**src/rtl/ahb_master_port.sv**
```systemverilog
// AHB-Lite single-outstanding master front end feeding the HREADY switch.
// Client req_* -> FIFO -> NONSEQ/HADDR/HWRITE/HWDATA; completion -> rsp_*.
module ahb_master_port #(
  parameter int FIFO_DEPTH = 4,
  parameter int ADDR_W     = 32,
  parameter int DATA_W     = 32
) (
  input  logic              HCLK,
  input  logic              HRESETn,
  input  logic              req_valid,
  output logic              req_ready,
  input  logic              req_write,
  input  logic [ADDR_W-1:0] req_addr,
  input  logic [DATA_W-1:0] req_wdata,
  output logic              rsp_valid,
  output logic [DATA_W-1:0] rsp_rdata,
  output logic              rsp_err,
  output logic [1:0]        HTRANS,
  output logic [ADDR_W-1:0] HADDR,
  output logic              HWRITE,
  output logic [DATA_W-1:0] HWDATA,
  input  logic              HREADY,
  input  logic              slave_done,
  input  logic [DATA_W-1:0] HRDATA,
  input  logic              HRESP
);

  localparam int PW = $clog2(FIFO_DEPTH);
  localparam int CW = PW + 1;
  localparam int EW = 1 + ADDR_W + DATA_W;

  typedef enum logic [2:0] {
    S_IDLE,
    S_ISSUE,
    S_WAIT,
    S_DATA,
    S_RESP
  } state_t;

  state_t state, state_nx;

  logic [EW-1:0] mem [FIFO_DEPTH];
  logic [PW-1:0] wr_ptr, rd_ptr;
  logic [CW-1:0] count;
  logic          push, pop, empty;
  logic          done_now;
  logic [EW-1:0] head;

  assign req_ready = (count < CW'(FIFO_DEPTH));
  assign empty     = (count == '0);
  assign push      = req_valid && req_ready;
  assign pop       = (state == S_IDLE) && !empty;
  assign head      = mem[rd_ptr];

  // Completion is only honoured once the switch has granted us.
  assign done_now = slave_done &&
    ((state == S_DATA) || ((state == S_WAIT) && HREADY));

  always_ff @(posedge HCLK) begin
    if (push) mem[wr_ptr] <= {req_write, req_addr, req_wdata};
  end

  always_ff @(posedge HCLK or negedge HRESETn) begin
    if (!HRESETn) begin
      wr_ptr <= '0;
      rd_ptr <= '0;
      count  <= '0;
    end else begin
      if (push) wr_ptr <= wr_ptr + PW'(1);
      if (pop)  rd_ptr <= rd_ptr + PW'(1);
      if (push && !pop)      count <= count + CW'(1);
      else if (pop && !push) count <= count - CW'(1);
    end
  end

  always_ff @(posedge HCLK or negedge HRESETn) begin
    if (!HRESETn) state <= S_IDLE;
    else          state <= state_nx;
  end

  always_comb begin
    state_nx = state;
    unique case (state)
      S_IDLE:  if (!empty) state_nx = S_ISSUE;
      S_ISSUE: state_nx = S_WAIT;
      S_WAIT: begin
        if (HREADY && slave_done) state_nx = S_RESP;
        else if (HREADY)          state_nx = S_DATA;
      end
      S_DATA:  if (slave_done) state_nx = S_RESP;
      S_RESP:  state_nx = S_IDLE;
      default: state_nx = S_IDLE;
    endcase
  end

  assign HTRANS    = (state == S_ISSUE) ? 2'b10 : 2'b00;
  assign rsp_valid = (state == S_RESP);

  always_ff @(posedge HCLK or negedge HRESETn) begin
    if (!HRESETn) begin
      HADDR     <= '0;
      HWRITE    <= 1'b0;
      HWDATA    <= '0;
      rsp_rdata <= '0;
      rsp_err   <= 1'b0;
    end else begin
      if (pop) begin
        HWRITE <= head[EW-1];
        HADDR  <= head[ADDR_W+DATA_W-1:DATA_W];
        HWDATA <= head[DATA_W-1:0];
      end
      if (done_now) begin
        rsp_rdata <= HWRITE ? '0 : HRDATA;
        rsp_err   <= HRESP;
      end
    end
  end

endmodule

```
**config.mk**
```make
export PLATFORM = sky130hd
export DESIGN_NAME = ahb_master_port
export DESIGN_NICKNAME = d
export VERILOG_FILES = /design/src/rtl/ahb_master_port.sv
export SDC_FILE = /design/constraint.sdc
export NUM_CORES = 1
export LEC_CHECK = 0
export BUFFER_PORTS_ARGS = -buffer_cell sky130_fd_sc_hd__buf_4
export CAP_MARGIN = 20
export CORE_MARGIN = 1.5
export CORE_UTILIZATION = 55
export DETAILED_ROUTE_END_ITERATION = 7
export PLACE_DENSITY = 0.8
export SYNTH_ARGS = -nofsm -noshare
export SYNTH_HDL_FRONTEND = slang
export SYNTH_SLANG_ARGS = --single-unit
export TNS_END_PERCENT = 20
```
**constraint.sdc**
```tcl
create_clock -name HCLK -period 8.8 [get_ports HCLK]
set_clock_uncertainty 0.15 [all_clocks]
set_input_delay 2.2 -clock HCLK [delete_from_list [all_inputs] [get_ports HCLK]]
set_output_delay 2.2 -clock HCLK [all_outputs]
set_load 0.05 [all_outputs]
```
# Word-level counts from Yosys, hierarchy flattened
# Memory sizes are Yosys's and may differ from the RTL's. A register that Yosys moved wholly into a read port is not among the register bits.
# Index checks and enable logic that the tools add are counted.
[op_classes]
bitwise = 0
n_mux = 11
shift = 0
n_reduce_logical = 16
addsub = 4
magnitude_cmp = 1
n_eq_ne = 7
n_mul = 0
div = 0
[op_table]
columns = ["operator", "count"]
rows = [
  ["$mux W32", 1],
  ["$mux W3", 6],
  ["$pmux W3 S4", 1],
  ["$logic_and A1 B1 Y1", 7],
  ["$eq A3 B2 Y1 const B", 2],
  ["$logic_not A3 Y1", 2],
  ["$add A2 B1 Y2 const B", 2],
  ["$logic_not A1 Y1", 4],
  ["$ne A2 B2 Y1 const B", 2],
  ["$add A3 B1 Y3 const B", 1],
  ["$eq A3 B1 Y1 const B", 1],
  ["$eq A3 B3 Y1 const B", 1],
  ["$lt A3 B3 Y1 const B", 1],
  ["$ne A3 B2 Y1 const B", 1],
  ["$reduce_and A3 Y1", 1],
  ["$sub A3 B1 Y3 const B", 1],
  ["$mux W1", 2],
  ["$mux W2", 1],
  ["$reduce_bool A2 Y1", 1],
  ["$logic_or A1 B1 Y1", 1],
]
[totals]
memories = 1
romBits = 0
ram_bits = 260
latchBits = 0
input_bits = 103
reg_bits = 43
[memory_table]
columns = ["name", "words", "width", "read_ports", "rd_ports_with_merged_regs", "write_ports", "line", "rtl"]
rows = [
  ["mem", 4, 65, 1, 1, 1, "42", "logic [EW-1:0] mem [FIFO_DEPTH];"],
]

# Logic depth before layout (Yosys ltp)
# Gate-level depths: netlist of run 1.
[depth]
ltp_word = 6
ltp_mapped = 11
mapped_depth_nobuf = 9

# Worst setup path before layout of run 1
# OpenSTA, ideal clock, no wires.
[synth_timing]
kind = "input -> register"
from = "in req_valid"
to = "mem mem[0][0] (netlist bit), enable pin"
path_buffers = 1
path_stages = 3
setup_slack_ns = 4.115
setup_time_ns = 0.430
t_arrival_ns = 4.106
cell_sequence = "nor2b_1 > clkbuf_1 > and2_1"
[synth_between]
elab_chain_cells = 3
[synth_rtl]
columns = ["item", "line", "rtl"]
rows = [
  ["start: declaration", "10", "input logic req_valid,"],
  ["$logic_and A1 B1 Y1", "51", "assign push = req_valid && req_ready;"],
  ["net push", "45", "logic push, pop, empty;"],
  ["$mux W1", "60", "if (push) mem[wr_ptr] <= {req_write, req_addr, req_wdata};"],
  ["$mux W1 (not written as such)", "60", ""],
  ["end: declaration", "42", ""],
]
# The timed path passes the listed nets, and every way through them passes these cells.

# Final worst setup path of run 1
[layout_timing]
from = "reg HWRITE (read register of mem)"
to = "out HWRITE"
[layout_lines]
columns = ["item", "line", "rtl"]
rows = [
  ["start: declaration", "20", "output logic HWRITE,"],
]
# No word-level cell between the ends.

==> impl_metrics.json, run 1 <==
{
  "drt-vias-per-instance": 5.60,
  "port_buffers": 203,
  "fill_cells": 1598,
  "grt_usage": 0.207,
  "nets": 992,
  "ioPinCount": 205,
  "slew_headroom": 0.277,
  "core_area_sq_mm": 0.0250,
  "path_cells": "buf_4",
  "syn_inst": 678,
  "worstSetupEndpointType": "output pin",
  "dieWidth_um": 162,
  "synth_warnings": 0,
  "synth_mux_area_frac": 0.167,
  "clkLatencyLatePin_ns": 0.53,
  "yosys.area_share.adder": 0.00593,
  "die_area_sq_mm": 0.0263,
  "crit_buf_inv": 1,
  "cpLargestDelayFamily": "flip-flops",
  "final_common_cell": "edfxtp_1",
  "drtIter0Drc": 648,
  "place_hpwl_mm": 15.7,
  "cp_max_fo": 34,
  "drv_cap": 0,
  "ctsResizeCount": 0,
  "seq_area_frac_synth": 0.754,
  "tightest_slew_ns": 1.08,
  "ctsHoldBuffers": 0,
  "worst_path_max_delay_cell": "dfrtp_1",
  "rsz0062_at_grt": "no",
  "grt_pass1_wl_mm": 40.8,
  "overflow": 0,
  "finalHoldViolCount": 0,
  "crit_type": "reg -> out",
  "area_delta_synth_final_pct": 21.9,
  "routedWlPerCell_um": 21.6,
  "yosys.area_share.xor_xnor": 0.00377,
  "antenna_found_initial": 2,
  "die_height_um": 162,
  "hp-start": "rsp_rdata[12]$_DFFE_PN0P_",
  "min_to": "rsp_rdata[12]$_DFFE_PN0P_",
  "synth-simple-area-share": 0.00709,
  "synth_compound_area_frac": 0.0332,
  "layout_min_cycle_time_ns": 4.26,
  "irDropWorstVdd_mv": 0.346,
  "fin_util": 0.678,
  "arrival_ns": 1.91,
  "cp-start-kind": "flop",
  "dr.pass1.iters": 6,
  "synth_top_family_by_area": "multiplexers",
  "post_cts_buffers": 0,
  "leakagePower_nw": 6.48,
  "initial_core_util": 0.557,
  "avgSynthCellArea_sq_um": 20.6,
  "holdPathStages": 2,
  "wirelength_mm": 26.8,
  "r2r_slack_ns": 6.04,
  "root_buffer": "clkbuf_16",
  "fin_area_sq_mm": 0.0170,
  "via_count": 6972,
  "grt_max_degree": 73,
  "syn_area_sq_mm": 0.0139,
  "drc": 0,
  "ys_seq_elements": 368,
  "ant_nets": 0,
  "fin_crit_sh": 0.484,
  "critPathRequiredTime_ns": 6.45,
  "htree_num_levels": 2,
  "met1_usage": 0.275,
  "met3_usage": 0.0345,
  "post_dp_cell_area_sq_mm": 0.0157,
  "clk_pin_slew_ns": 0.06,
  "hp-class": "reg -> reg",
  "rows": 58,
  "status": "complete, no violations",
  "grt_busiest_layer": "met2",
  "powerDensity_mw_per_mm2": 402,
  "final_max_slew_viol_count": 0,
  "cpPeakStageDelay_ns": 1.05,
  "dp_cells": 1173,
  "reg2reg_to": "HADDR[23]$_DFFE_PN0P_",
  "cts.path.max_buffers": 3,
  "fmax_mhz": 235,
  "synth_cell_types": 30,
  "syn_nets": 787,
  "drive_above_1_share": 0.446,
  "reg2reg_depth": 3,
  "r2r-start": "rd_ptr[0]$_DFFE_PN0P_",
  "cts_buffers": 37,
  "layout_common_cells": "edfxtp_1 (260), buf_4 (207), dfrtp_1 (106)",
  "clock_sinks": 368,
  "gp_congestion": 0.777,
  "tns_ns": 0,
  "stdcell_count": 1244,
  "grt_pass1_vias": 7200,
  "setup_viol": 0,
  "grt_util_met2": 0.355,
  "cts_tree": "yes"
}
## area by class of cell
class / count / area [sq um] / area share
clock buffer: 48 / 997 / 0.0587
tap: 330 / 413 / 0.0243
sequential: 368 / 10500 / 0.619
antenna: 2 / 5.00 / 0.000295
timing repair buffer: 208 / 1570 / 0.0927
clock inverter: 20 / 283 / 0.0167
multi-input combinational: 231 / 3050 / 0.180
inverter: 37 / 139 / 0.00818
## power breakdown
group	switching, mW	total, mW	internal [mW]
sequential	0.325	2.64	2.31
combinational	1.50	2.56	1.06
clock	0.638	1.62	0.985
## per-stage QoR
step / setup slack [ns] / power [mW] / hold slack (ns)
final: 4.54 / 6.82 / 0.354
after floorplan: 4.11 / 4.54 / 0.297
after global placement: 4.63 / 5.18 / 0.328
after CTS: 4.53 / 6.88 / 0.360
after detailed placement: 4.55 / 5.24 / 0.347
after global routing: 4.42 / 7.11 / 0.370
## logic make-up (layout without fill, tap and decap cells)
logic type | after synthesis | in the layout
adder cells (fa/ha/maj) | 6 | 6
XOR/XNOR | 6 | 6
flip-flops | 368 | 368
multiplexers | 132 | 132
buffers and inverters | 79 | 313
AND/OR/NAND/NOR | 18 | 18
other | 1 | 3
AO/OA/AOI/OAI | 68 | 68
## state kept, by name (all words and copies together), names as in the netlist
| name | cells |
|---|---|
| HWDATA | 32 |
| mem | 260 |
| HADDR | 32 |
| state | 3 |
| rsp_rdata | 32 |
| HWRITE | 1 |
| rsp_err | 1 |
| wr_ptr | 2 |
| count | 3 |
| rd_ptr | 2 |
## routing by layer
layer | wire length (um) | part of all wire
met3 | 1500 | 0.056
met5 | 0 | 0
met1 | 10800 | 0.40
met2 | 14100 | 0.53
met4 | 381 | 0.014
## how the worst max path moves through the flow
stage	startpoint	end	slack (ns)	cells after the start
after floorplan	req_valid	mem[0][0]$_DFFE_PP_	4.11	3
after global placement	req_valid	mem[0][11]$_DFFE_PP_	4.63	3
after detailed placement	req_valid	mem[3][48]$_DFFE_PP_	4.55	3
after CTS	HWRITE$_DFFE_PN0P_	HWRITE	4.53	1
after global routing	HWRITE$_DFFE_PN0P_	HWRITE	4.42	1
final	HWRITE$_DFFE_PN0P_	HWRITE	4.54	1
## worst register-to-register path, stage by stage, from the launching register on
cell	delay, ns
dfrtp_4	0.86
buf_4	0.73
mux4_2	0.64
mux2_2	0.28
## synth_stat cells (all sizes together)
library cell  number  area share
a21oi              1     0.00036
o31ai              1     0.00054
nor3               2     0.00072
xnor2              5      0.0031
and2               4      0.0018
fa                 1      0.0014
mux2              67       0.062
o41ai             32       0.020
nor2               4      0.0011
conb               1     0.00027
and2b              1     0.00054
edfxtp           260        0.56
buf               24       0.014
nor2b              1     0.00045
clkbuf            18      0.0048
nand2b             2     0.00090
xor2               1     0.00063
nand2              2     0.00054
dfrtp            108        0.19
nand3b             1     0.00054
o21ai             34       0.012
nor3b              1     0.00054
ha                 5      0.0045
inv               37       0.010
mux4              65        0.11
(Power assumes the default switching activity.)
==> run 2, diff against run 1 <==
- CORE_UTILIZATION: 55 -> 51
- PLACE_DENSITY: 0.8 -> 0.78
- clock period: 8.8 -> 3.7 ns (I/O delays scaled with it)
==> run 2 against run 1 <==
  * Combinational power is 140% higher
  * First-iteration DRC count is 7.6% lower
  * Clock power is 120% higher
  * Utilization is 4.5 points lower
  * Via count is 0.96% higher
  * Routed wire length is 1.9% higher
  * Register-to-register slack worse by 4.9 ns
  * Die area is 7.7% higher
  * Cell area is 0.24% higher
  * Worst hold slack worse by 0.052 ns
==> impl_metrics.json, run 2 (same netlist as run 1, synthesis figures left out) <==
{
  "status": "complete, no violations",
  "tightest_slew_ns": 1.02,
  "htree_num_levels": 2,
  "grt_pass1_wl_mm": 42.6,
  "reg2reg_depth": 7,
  "ioPinCount": 205,
  "cts_tree": "yes",
  "initial_core_util": 0.518,
  "leakagePower_nw": 6.51,
  "routedWlPerCell_um": 21.6,
  "die_area_sq_mm": 0.0283,
  "rows": 60,
  "top_register": "mem",
  "critical_path.most_common_cell": "inv_1",
  "arrival_ns": 2.81,
  "dieWidth_um": 168,
  "wirelength_mm": 27.3,
  "worst_path_max_delay_cell": "dfrtp_1",
  "setup_viol": 0,
  "fin_crit_sh": 0.696,
  "die_height_um": 168,
  "final_common_cell": "edfxtp_1",
  "finalHoldViolCount": 0,
  "place_hpwl_mm": 17.0,
  "cp-start-kind": "flop",
  "slew_headroom": 0.321,
  "drc": 0,
  "fmax_mhz": 388,
  "layout_common_cells": "edfxtp_1 (260), buf_4 (216), dfrtp_1 (106)",
  "grt_max_degree": 67,
  "path_cells": "nor3_1, and2b_4, inv_1, ha_1, inv_1, fa_1, mux2_2",
  "worstSetupEndpointType": "flop",
  "powerDensity_mw_per_mm2": 937,
  "fin_util": 0.633,
  "ctsResizeCount": 0,
  "crit_buf_inv": 2,
  "cts.path.max_buffers": 3,
  "overflow": 0,
  "irDropWorstVdd_mv": 0.547,
  "port_buffers": 203,
  "cp_num_cells": 7,
  "clkLatencyLatePin_ns": 0.51,
  "ctsHoldBuffers": 0,
  "diodes": 0,
  "gp_congestion": 0.707,
  "antenna_found_initial": 1,
  "largest_register_ffs": 260,
  "clk_pin_slew_ns": 0.06,
  "ant_nets": 0,
  "via_count": 7039,
  "layout_min_cycle_time_ns": 2.57,
  "cpLargestDelayFamily": "simple AND/OR/NAND/NOR gates",
  "post_cts_buffers": 0,
  "cpPeakStageDelay_ns": 0.45,
  "clock_sinks": 368,
  "core_area_sq_mm": 0.0269,
  "drt-vias-per-instance": 5.56,
  "drtIter0Drc": 599,
  "rsz0062_at_grt": "no",
  "drive_above_1_share": 0.449,
  "hp-class": "in -> async",
  "dr.pass1.iters": 4,
  "critPathRequiredTime_ns": 3.94,
  "power.total_mw": 16.0,
  "crit_type": "reg -> reg",
  "tns_ns": 0,
  "root_buffer": "clkbuf_16",
  "final_max_slew_viol_count": 0,
  "nets": 1006,
  "grt_usage": 0.199,
  "cp_max_fo": 20,
  "drv_cap": 0,
  "area_delta_synth_final_pct": 22.2,
  "cts_buffers": 37,
  "grt_pass1_vias": 7456
}
[run 2: power by group]
| group | internal (mW) | total (mW) | switching [mW] |
|---|---|---|---|
| combinational | 2.59 | 6.22 | 3.63 |
| clock | 2.02 | 3.50 | 1.48 |
| sequential | 5.49 | 6.23 | 0.743 |
| total | 10.1 | 16.0 | 5.85 |
[run 2: cell type report]
type,instances,area (sq um)
multi-input combinational,231,3050
tap,341,427
fill,1838,9860
inverter,37,139
clock buffer,51,1030
clock inverter,16,115
timing repair buffer,222,1740
sequential,368,10500
[run 2: final timing paths]
path                                       from                    end  slack [ns]
setup reg to reg           state[0]$_DFFE_PN0P_   count[1]$_DFFE_PN0P_        1.13
setup / recovery           state[0]$_DFFE_PN0P_   count[1]$_DFFE_PN0P_        1.13
max in group asynchronous               HRESETn  HADDR[30]$_DFFE_PN0P_        2.32
hold / removal                          HRESETn  HWDATA[8]$_DFFE_PN0P_        0.30
min in group HCLK          state[2]$_DFFE_PN0P_   state[1]$_DFFE_PN0P_        0.35
hold reg to reg            state[2]$_DFFE_PN0P_   state[1]$_DFFE_PN0P_        0.35
[run 2: stage by stage]
step | setup slack, ns | std cells | area [sq um] | hold WS (ns)
final | 1.13 | 1266 | 17000 | 0.303
after global routing | 0.984 | 1266 | 17000 | 0.345
after CTS | 1.10 | 1265 | 17000 | 0.332
after detailed placement | 0.757 | 1198 | 15900 | 0.338
after global placement | 0.804 | 1198 | 15900 | 0.317
after floorplan | 0.290 | 678 | 13900 | 0.297
[run 2: per-layer routing]
| layer | vias to the layer above | share of wire | GRT usage |
|---|---|---|---|
| li1 | 3122 | - | - |
| met5 | - | 0.00048 | 0 |
| met4 | 2 | 0.021 | 0.0555 |
| met2 | 220 | 0.51 | 0.339 |
| met3 | 46 | 0.052 | 0.0386 |
| met1 | 3649 | 0.42 | 0.265 |
